File: config.mk
export PLATFORM = sky130hd
export DESIGN_NAME = calc_core_flat
export DESIGN_NICKNAME = d
export VERILOG_FILES = /design/src/rtl/calc_pkg.sv /design/src/rtl/calc_if.sv /design/src/rtl/calc_seq_unit.sv /design/src/rtl/calc_core.sv /design/src/flat_wrapper.sv
export SDC_FILE = /design/constraint.sdc
export NUM_CORES = 1
export LEC_CHECK = 0
export CAP_MARGIN = 30
export CORE_MARGIN = 2
export CORE_UTILIZATION = 54
export DETAILED_ROUTE_END_ITERATION = 7
export GPL_ROUTABILITY_DRIVEN = 0
export PLACE_DENSITY = 0.88
export SYNTH_ARGS = -nofsm -noshare
export SYNTH_HDL_FRONTEND = slang
export SYNTH_SLANG_ARGS = --single-unit
File: constraint.sdc
create_clock -name clk -period 4.14 [get_ports clk]
set_input_delay 0.828 -clock clk [delete_from_list [all_inputs] [get_ports clk]]
set_output_delay 0.828 -clock clk [all_outputs]
set_load 0.02 [all_outputs]
File: src/rtl/calc_pkg.sv
// calc_pkg: opcodes and FSM state encodings for the calculator core.
// Shared with the toplevel button decoder so both sides agree on op codes.
package calc_pkg;

   typedef enum logic [1:0] {
      OP_ADD = 2'd0,
      OP_SUB = 2'd1,
      OP_MUL = 2'd2,
      OP_DIV = 2'd3
   } op_e;

   typedef enum logic {
      S_IDLE = 1'b0,
      S_RUN  = 1'b1
   } state_e;

endpackage

File: src/rtl/calc_if.sv
// calc_if: request/result bundle between the calculator toplevel and calc_core.
//   master : drives start/op/signed_mode/in1/in2, observes the result side
//   slave  : calc_core; returns busy/done/result/rem/neg/err
interface calc_if #(
   parameter int WIDTH = 8
);
   import calc_pkg::*;

   logic               start;
   op_e                op;
   logic               signed_mode;
   logic [WIDTH-1:0]   in1;
   logic [WIDTH-1:0]   in2;
   logic               busy;
   logic               done;
   logic [2*WIDTH-1:0] result;
   logic [WIDTH-1:0]   rem;
   logic               neg;
   logic               err;

   modport master (
      output start, op, signed_mode, in1, in2,
      input  busy, done, result, rem, neg, err
   );

   modport slave (
      input  start, op, signed_mode, in1, in2,
      output busy, done, result, rem, neg, err
   );
endinterface

File: src/rtl/calc_seq_unit.sv
// calc_seq_unit: one-bit-per-clock engine shared by multiply and divide.
//   clk, rst  : clock, async active-low reset
//   load_i    : load operands and restart the bit counter
//   is_div_i  : 1 = restoring divide, 0 = shift-add multiply (captured with load_i)
//   opnd_i    : value placed in the low half of the shift register
//               (multiplier for mul, dividend for div)
//   m_i       : value held for the adder (multiplicand for mul, divisor for div)
//   fin_o     : WIDTH steps done since the last load; outputs are final
//   prod_o    : 2*WIDTH product
//   quo_o     : quotient, rem_o : remainder
module calc_seq_unit #(
   parameter int WIDTH = 8
) (
   input  logic               clk,
   input  logic               rst,
   input  logic               load_i,
   input  logic               is_div_i,
   input  logic [WIDTH-1:0]   opnd_i,
   input  logic [WIDTH-1:0]   m_i,
   output logic               fin_o,
   output logic [2*WIDTH-1:0] prod_o,
   output logic [WIDTH-1:0]   quo_o,
   output logic [WIDTH-1:0]   rem_o
);
   localparam int CW = $clog2(WIDTH + 1);

   logic [2*WIDTH-1:0] sh_q, sh_d;
   logic [WIDTH-1:0]   m_q;
   logic               div_q;
   logic [CW-1:0]      cnt_q;

   logic [WIDTH:0]     r;
   logic [WIDTH:0]     a_op;
   logic [WIDTH-1:0]   b_op;
   logic [WIDTH+1:0]   sum;
   logic               qbit;

   // Single adder/subtractor. Mul: high half + (lsb ? multiplicand : 0), then
   // shift right. Div: left-shifted partial remainder minus divisor; a borrow
   // means the trial failed and the old remainder is kept (restoring).
   always_comb begin
      r    = {sh_q[2*WIDTH-1:WIDTH], sh_q[WIDTH-1]};
      a_op = div_q ? r : {1'b0, sh_q[2*WIDTH-1:WIDTH]};
      b_op = (div_q || sh_q[0]) ? m_q : '0;
      sum  = div_q ? ({1'b0, a_op} - {2'b00, b_op})
                   : ({1'b0, a_op} + {2'b00, b_op});
      qbit = ~sum[WIDTH+1];
      if (div_q)
         sh_d = {(qbit ? sum[WIDTH-1:0] : r[WIDTH-1:0]), sh_q[WIDTH-2:0], qbit};
      else
         sh_d = {sum[WIDTH:0], sh_q[WIDTH-1:1]};
   end

   always_ff @(posedge clk or negedge rst) begin
      if (!rst) begin
         sh_q  <= '0;
         m_q   <= '0;
         div_q <= 1'b0;
         cnt_q <= CW'(WIDTH);   // parked as finished so it idles after reset
      end else if (load_i) begin
         sh_q  <= {{WIDTH{1'b0}}, opnd_i};
         m_q   <= m_i;
         div_q <= is_div_i;
         cnt_q <= '0;
      end else if (!fin_o) begin
         sh_q  <= sh_d;
         cnt_q <= cnt_q + CW'(1);
      end
   end

   assign fin_o  = (cnt_q == CW'(WIDTH));
   assign prod_o = sh_q;
   assign quo_o  = sh_q[WIDTH-1:0];
   assign rem_o  = sh_q[2*WIDTH-1:WIDTH];
endmodule

File: src/rtl/calc_core.sv
// calc_core: add/sub/mul/div on two WIDTH-bit operands, unsigned or two's
// complement, result as magnitude + sign for the BCD display path.
//   clk, rst : clock, async active-low reset (aborts any operation, no done)
//   calc     : calc_if slave; start/op/signed_mode/in1/in2 captured on
//              start while idle; busy/done/result/rem/neg/err registered
// add/sub and divide-by-zero finish one clock after capture; mul/div run
// WIDTH clocks in calc_seq_unit and raise busy for that time.
module calc_core
   import calc_pkg::*;
#(
   parameter int WIDTH     = 8,
   parameter bit SIGNED_EN = 1'b1
) (
   input  logic  clk,
   input  logic  rst,
   calc_if.slave calc
);
   localparam int AW = WIDTH + 2;   // exact add/sub range for both modes
   localparam int RW = 2 * WIDTH;

   state_e           state_q;
   op_e              op_q;
   logic             sa_q, sb_q, divz_q;
   logic [WIDTH-1:0] ma_q, mb_q;
   logic             busy_q, done_q, neg_q, err_q;
   logic [RW-1:0]    result_q;
   logic [WIDTH-1:0] rem_q;

   logic             sa_d, sb_d, divz_d, is_div, seq_load, seq_fin, fin;
   logic [WIDTH-1:0] ma_d, mb_d, seq_quo, seq_rem;
   logic [RW-1:0]    seq_prod;
   logic [AW-1:0]    va, vb, as_val, as_mag;
   logic             as_neg;

   // Magnitudes are taken at capture; -(-2^(W-1)) wraps to 2^(W-1), which is
   // the correct unsigned magnitude.
   assign sa_d     = SIGNED_EN && calc.signed_mode && calc.in1[WIDTH-1];
   assign sb_d     = SIGNED_EN && calc.signed_mode && calc.in2[WIDTH-1];
   assign ma_d     = sa_d ? -calc.in1 : calc.in1;
   assign mb_d     = sb_d ? -calc.in2 : calc.in2;
   assign is_div   = (calc.op == OP_DIV);
   assign divz_d   = is_div && (calc.in2 == '0);
   assign seq_load = (state_q == S_IDLE) && calc.start &&
                     ((calc.op == OP_MUL) || (is_div && !divz_d));

   calc_seq_unit #(.WIDTH(WIDTH)) u_seq (
      .clk      (clk),
      .rst      (rst),
      .load_i   (seq_load),
      .is_div_i (is_div),
      .opnd_i   (is_div ? ma_d : mb_d),
      .m_i      (is_div ? mb_d : ma_d),
      .fin_o    (seq_fin),
      .prod_o   (seq_prod),
      .quo_o    (seq_quo),
      .rem_o    (seq_rem)
   );

   always_comb begin
      va     = sa_q ? -{2'b00, ma_q} : {2'b00, ma_q};
      vb     = sb_q ? -{2'b00, mb_q} : {2'b00, mb_q};
      as_val = (op_q == OP_SUB) ? (va - vb) : (va + vb);
      as_neg = as_val[AW-1];
      as_mag = as_neg ? -as_val : as_val;
   end

   assign fin = (op_q == OP_ADD) || (op_q == OP_SUB) || divz_q || seq_fin;

   always_ff @(posedge clk or negedge rst) begin
      if (!rst) begin
         state_q  <= S_IDLE;
         op_q     <= OP_ADD;
         sa_q     <= 1'b0;
         sb_q     <= 1'b0;
         divz_q   <= 1'b0;
         ma_q     <= '0;
         mb_q     <= '0;
         busy_q   <= 1'b0;
         done_q   <= 1'b0;
         neg_q    <= 1'b0;
         err_q    <= 1'b0;
         result_q <= '0;
         rem_q    <= '0;
      end else begin
         done_q <= 1'b0;
         case (state_q)
            S_IDLE: begin
               if (calc.start) begin
                  op_q    <= calc.op;
                  sa_q    <= sa_d;
                  sb_q    <= sb_d;
                  ma_q    <= ma_d;
                  mb_q    <= mb_d;
                  divz_q  <= divz_d;
                  state_q <= S_RUN;
               end
            end
            S_RUN: begin
               if (fin) begin
                  state_q <= S_IDLE;
                  busy_q  <= 1'b0;
                  done_q  <= 1'b1;
                  err_q   <= divz_q;
                  if (divz_q) begin
                     result_q <= '1;
                     rem_q    <= '0;
                     neg_q    <= 1'b0;
                  end else if (op_q == OP_MUL) begin
                     result_q <= seq_prod;
                     rem_q    <= '0;
                     neg_q    <= (sa_q ^ sb_q) && (seq_prod != '0);
                  end else if (op_q == OP_DIV) begin
                     result_q <= RW'(seq_quo);
                     rem_q    <= seq_rem;
                     neg_q    <= (sa_q ^ sb_q) && (seq_quo != '0);
                  end else begin
                     result_q <= RW'(as_mag);
                     rem_q    <= '0;
                     neg_q    <= as_neg;
                  end
               end else begin
                  busy_q <= 1'b1;
               end
            end
            default: state_q <= S_IDLE;
         endcase
      end
   end

   assign calc.busy   = busy_q;
   assign calc.done   = done_q;
   assign calc.result = result_q;
   assign calc.rem    = rem_q;
   assign calc.neg    = neg_q;
   assign calc.err    = err_q;
endmodule

File: src/flat_wrapper.sv
// flat-port wrapper written by rule: the top's interface ports become plain ports
module calc_core_flat import calc_pkg::*;
#(
   parameter int WIDTH     = 8,
   parameter bit SIGNED_EN = 1'b1
)
  (clk, rst, calc_start, calc_op, calc_signed_mode, calc_in1, calc_in2, calc_busy, calc_done, calc_result, calc_rem, calc_neg, calc_err);
  calc_if #(.WIDTH(WIDTH)) calc_i ();
  input  logic clk;
  input  logic rst;
  input wire logic [$bits(calc_i.start)-1:0] calc_start;
  input wire logic [$bits(calc_i.op)-1:0] calc_op;
  input wire logic [$bits(calc_i.signed_mode)-1:0] calc_signed_mode;
  input wire logic [$bits(calc_i.in1)-1:0] calc_in1;
  input wire logic [$bits(calc_i.in2)-1:0] calc_in2;
  output wire logic [$bits(calc_i.busy)-1:0] calc_busy;
  output wire logic [$bits(calc_i.done)-1:0] calc_done;
  output wire logic [$bits(calc_i.result)-1:0] calc_result;
  output wire logic [$bits(calc_i.rem)-1:0] calc_rem;
  output wire logic [$bits(calc_i.neg)-1:0] calc_neg;
  output wire logic [$bits(calc_i.err)-1:0] calc_err;
  assign calc_i.start = calc_start;
  assign calc_i.op = calc_op;
  assign calc_i.signed_mode = calc_signed_mode;
  assign calc_i.in1 = calc_in1;
  assign calc_i.in2 = calc_in2;
  assign calc_busy = calc_i.busy;
  assign calc_done = calc_i.done;
  assign calc_result = calc_i.result;
  assign calc_rem = calc_i.rem;
  assign calc_neg = calc_i.neg;
  assign calc_err = calc_i.err;
  calc_core #(.WIDTH(WIDTH), .SIGNED_EN(SIGNED_EN)) u_core (.clk(clk), .rst(rst), .calc(calc_i));
endmodule
## Word level (Yosys, flattened, before mapping)

Index checks and enable logic that the tools add are counted.

- Logic and storage cells: 88
- Flip-flop bits (word level): 79
- Output and inout port bits: 28

- Muxes and demuxes: 31
- Equal/unequal tests: 7
- Add/subtract/negate cells: 10
- Bitwise gates (word level): 3
- Reduce and logical (&&, ||, !) cells: 20

Operators with widths:

| operator | count |
|---|---|
| $mux W16 | 5 |
| $mux W8 | 9 |
| $mux W10 | 6 |
| $neg A8 Y10 | 2 |
| $neg A8 Y8 | 2 |
| $reduce_bool A16 Y1 | 1 |
| $add A10 B10 Y10 | 1 |
| $add A9 B8 Y10 | 1 |
| $neg A10 Y10 | 1 |
| $sub A10 B10 Y10 | 1 |
| $sub A9 B8 Y10 | 1 |
| $mux W9 | 1 |
| $eq A2 B2 Y1 const B | 4 |
| $logic_and A1 B1 Y1 | 8 |
| $logic_not A8 Y1 | 1 |
| $mux W4 | 2 |
| $reduce_bool A8 Y1 | 1 |
| $mux W1 | 7 |
| $logic_or A1 B1 Y1 | 5 |
| $add A4 B1 Y4 const B | 1 |
| $eq A4 B4 Y1 const B | 1 |
| $reduce_and A2 Y1 | 2 |
| $eq A2 B1 Y1 const B | 1 |
| $logic_not A2 Y1 | 1 |
| other kinds (5) | 6 |

## Longest topological paths before layout

- Depth in word-level cells: 9
- Gate-level depth with buffers: 18
- Gate-level depth less buffers: 17

## Cells and area by module

A second synthesis with hierarchy kept.

- Cells, all modules: 726
- Area total of the unflattened synthesis: 6284.8 um2

Modules (own cells, without submodules):

| module | cells each | times used | area each (um2) | seq. area each (um2) |
|---|---|---|---|---|
| calc_core | 466 | 1 | 3928.8 | 1251.2 |
| calc_seq_unit | 260 | 1 | 2356.0 | 726.9 |

## Worst setup path after synthesis

Ideal clock, no wire load.

- Path type: reg-to-reg
- Start point: reg u_core.mb_q[0]
- End point: reg u_core.result_q[6] (netlist: u_core.calc.result[6])
- Data required time: 4.009 ns
- Period minus slack after synthesis: 4.019 ns
- Cell stages (with the launch flop): 18
- Setup slack: 0.121 ns
- Arrival: 3.888 ns
- Cells stage by stage: dfrtp_1 inv_1 ha_1 nor4b_2 o21ai_0 a311o_1 a21oi_1 nor2_1 xor2_1 ha_1 and2_1 a22o_1 a311oi_2 xnor3_2 buf_6 o2111ai_2 o41ai_1 or3_1

- Longest elaborated chain between the ends: 9
- Elaborated cells between the ends (all ways): 10
- Classes of those cells: 4 x add/sub; 6 x mux

RTL lines:

| what | RTL line | RTL |
|---|---|---|
| start, declared | calc_core.sv:24 | `logic [WIDTH-1:0] ma_q, mb_q;` |
| start signal, assigned | calc_core.sv:93 | `mb_q <= mb_d;` |
| $neg A8 Y10 | calc_core.sv:61 | `vb = sb_q ? -{2'b00, mb_q} : {2'b00, mb_q};` |
| $mux W10 * | calc_core.sv:61 |  |
| $add A10 B10 Y10 or $sub A10 B10 Y10 (tied branches) | calc_core.sv:62 | `as_val = (op_q == OP_SUB) ? (va - vb) : (va + vb);` |
| $mux W10 * | calc_core.sv:62 |  |
| $neg A10 Y10 | calc_core.sv:64 | `as_mag = as_neg ? -as_val : as_val;` |
| $mux W10 * | calc_core.sv:64 |  |
| $mux W10 * | calc_core.sv:112 | `end else if (op_q == OP_DIV) begin` |
| $mux W16 * | calc_core.sv:108 | `end else if (op_q == OP_MUL) begin` |
| $mux W16 * | calc_core.sv:104 | `if (divz_q) begin` |
| end signal, assigned | calc_core.sv:109 | `result_q <= seq_prod;` |
| end signal, assigned | calc_core.sv:113 | `result_q <= RW'(seq_quo);` |
| end signal, assigned | calc_core.sv:117 | `result_q <= RW'(as_mag);` |
| end, declared | calc_core.sv:26 | `logic [RW-1:0] result_q;` |

Every way passes the cells marked *; elsewhere a longest branch is shown, timed or not.
A chain may end at the register's enable or synchronous reset.

## Final worst setup path

Ends and elaborated chain as after synthesis.

==> results.toml <==
[synth]
synthFlopType = "dfrtp_1"
synth_area_sq_um = 5910
synth.distinct_cells = 69
synth_top_area_cell = "dfrtp_1"
synth-seq-area-share_pct = 33.5
netlist.area_leader.share_pct = 33.0
syn_inst = 724
ys_top_cells_by_area = "dfrtp_1, nand2_1, o21ai_0"
synthArstFlopShare_pct = 100
avgSynthCellArea_sq_um = 8.16
yosysWarnings = 0
synth_edf_count = 0
ys_ff_latch = 79
syn_nets = 774

[die]
initial_core_util_pct = 55.0
die_h_um = 109
die_area_sq_um = 11800
num_io_pins = 50
rows = 38
fp.dieW_um = 109
core_area_sq_um = 10700

[finish]
n_antenna_cell = 0
fin_util_pct = 62.6
final_cell_area_sq_um = 6730
drive_gt1_share_pct = 7.60
syn2layout_area_growth_pct = 13.9
stdcell_count = 903
fin_nets = 809
fillerInstances = 901

[clock_network]
cts.sinks = 79
cts_tree = "yes"
clk_transition_reported_paths_ns = 0.09
clk_latency_ns = 0.37
holdBufCountCts = 0
h-tree-depth = 3
numCtsBuffers = 9
cts_setup_buffers = 0
root_buffer = "clkbuf_8"
cts_max_path_buffers = 2

[detailed_routing]
drt_iter0_drc = 541
wirelength_um = 15200
vias = 5657
first_pass_iters = 7
vias_per_cell = 6.26
postRouteAntennaNets = 0
drc = 0
wire_per_inst_um = 16.9

[worst_setup_path]
crit_required_ns = 4.39
critPathLaunchType = "flop"
crit_fanout = 12
cp.arrival_ns = 4.22
cp-end-kind = "flop"
path_class = "reg2reg"

[global_routing]
track_usage_pct = 26.7
gr-total-overflow = 0
antenna_found_initial = 0
grt_pass1_wl_um = 25100
grt_pass1_vias = 5230
grt_max_degree = 80

[timing]
rsz0062_at_grt = "false"
finalHoldViolCount = 0
max_freq_mhz = 252
min_period_ns = 3.97
finClkSkew_ns = 0.0157
tightestPinTransition_ns = 1.01
relSlewSlack_pct = 32.6
finalMaxSlewViolations = 0
post-route-period-util_pct = 95.8
setup_viol = 0

[placement]
port_buffers = 49
place_area_sq_um = 6520
dpl.hpwl_um = 11300
dp_cells = 887

[run]
cap_viol_max_count = 0

[outcome]
status = "complete, no violations"

[hold_path]
hold_class = "in2async"
-- through the flow --
stage               hold slack, ns  setup slack (ns)  setup TNS (ns)
global placement             0.462             0.183               0
floorplan                    0.466             0.121               0
detailed placement           0.475           -0.0771         -0.0771
finish                       0.410             0.174               0
CTS                          0.494            0.0219               0
global route                 0.443            0.0336               0
-- cell usage after synthesis (3+ instances only) --
master / n
nand3_1: 11
o31a_1: 3
nor2_1: 53
o22ai_1: 3
o211ai_1: 8
o22a_1: 3
a211o_1: 4
buf_2: 5
nor3b_1: 3
buf_1: 4
xor2_1: 15
a21oi_1: 57
ha_1: 26
or3_1: 12
mux2_2: 10
o21a_1: 3
o41ai_1: 3
a22oi_1: 3
o31ai_1: 7
nand2b_1: 6
clkbuf_1: 31
a21o_1: 5
nor2b_1: 13
nor4_1: 7
nand4_1: 4
nand2_1: 109
dfrtp_1: 78
mux2i_1: 15
nor3_1: 21
inv_1: 26
a22o_1: 10
a31oi_1: 11
xnor2_1: 38
o21ai_0: 67
a211oi_1: 9
-- cell usage in the layout, fill, tap and decap left out, types with 16 or more instances in the layout --
cell type,Yosys,routed
inv_1,26,26
xnor2_1,38,38
a21oi_1,57,57
o21ai_0,67,67
nor2_1,53,53
ha_1,26,25
nor3_1,21,21
clkdlybuf4s50_1,0,48
nand2_1,109,109
dfrtp_1,78,78
buf_4,0,16
-- metal layers --
layer,GRT usage (%),part of all wire (%),up-vias
met5,0,0,-
met4,9.25,2.9,0
met3,4.10,8.0,48
met2,43.7,47,305
met1,36.0,42,2652
li1,-,-,2652
-- what timing repair did --
action / in CTS / in global routing
setup endpoints to repair: 1 / 11
pin swaps: 0 / 1
resized for setup: 2 / 3
-- area by class of cell --
| type | instances | area (sq um) | area share, % |
|---|---|---|---|
| Clock inverter | 6 | 46.3 | 0.688 |
| Timing Repair Buffer | 65 | 621 | 9.22 |
| Multi-Input combinational cell | 577 | 3680 | 54.7 |
| Tap cell | 140 | 175 | 2.60 |
| Clock buffer | 9 | 124 | 1.84 |
| Inverter | 27 | 101 | 1.51 |
| Sequential cell | 79 | 1980 | 29.4 |
-- sequential cells by signal, summed over array words and instances (netlist names) --
signal	count
u_core.ma_q	8
u_core.divz_q	1
u_core.sa_q	1
u_core.u_seq.prod_o	16
u_core.calc.result	16
u_core.calc.busy	1
u_core.calc.err	1
u_core.calc.neg	1
u_core.state_q	1
u_core.op_q	2
u_core.mb_q	8
u_core.u_seq.div_q	1
u_core.u_seq.m_q	8
u_core.sb_q	1
u_core.calc.rem	8
u_core.u_seq.cnt_q	4
u_core.calc.done	1
-- cell families (layout without fill, tap and decap cells) --
| family | Yosys count | after routing | share of synthesized area [%] |
|---|---|---|---|
| XOR/XNOR | 54 | 54 | 8.26 |
| buffers and inverters | 68 | 107 | 4.55 |
| adder cells (fa/ha/maj) | 28 | 28 | 6.19 |
| multiplexers | 25 | 25 | 4.45 |
| AO/OA/AOI/OAI | 216 | 216 | 23.1 |
| AND/OR/NAND/NOR | 254 | 254 | 20.0 |
| flip-flops | 79 | 79 | 33.5 |
-- final timing paths --
kind,start,end,slack (ns),depth (start not counted)
worst min register to register,u_core.calc.result[15],u_core.calc.result[15],0.49,2
max in group asynchronous,rst,u_core.u_seq.prod_o[4],3.14,2
worst max-delay path,u_core.mb_q[0],u_core.calc.result[6],0.17,16
worst max register to register,u_core.mb_q[0],u_core.calc.result[6],0.17,16
worst min-delay path,rst,u_core.u_seq.prod_o[10],0.41,1
min in group clk,u_core.calc.result[15],u_core.calc.result[15],0.49,2
-- critical path, stage by stage (launching register included) --
cell,delay [ns]
dfrtp_1,0.38
inv_1,0.09
ha_2,0.24
nor4b_4,0.29
o21ai_0,0.12
a311o_1,0.40
a21oi_1,0.15
nor2_1,0.07
xor2_1,0.17
ha_1,0.29
and2_1,0.19
a22o_1,0.19
a311oi_2,0.28
xnor3_2,0.42
o2111ai_2,0.13
o41ai_1,0.09
or3_1,0.36
Power is left out: the tool's default activity adds up to more than one toggle a clock period on the data nets, which glitch-free logic cannot reach.
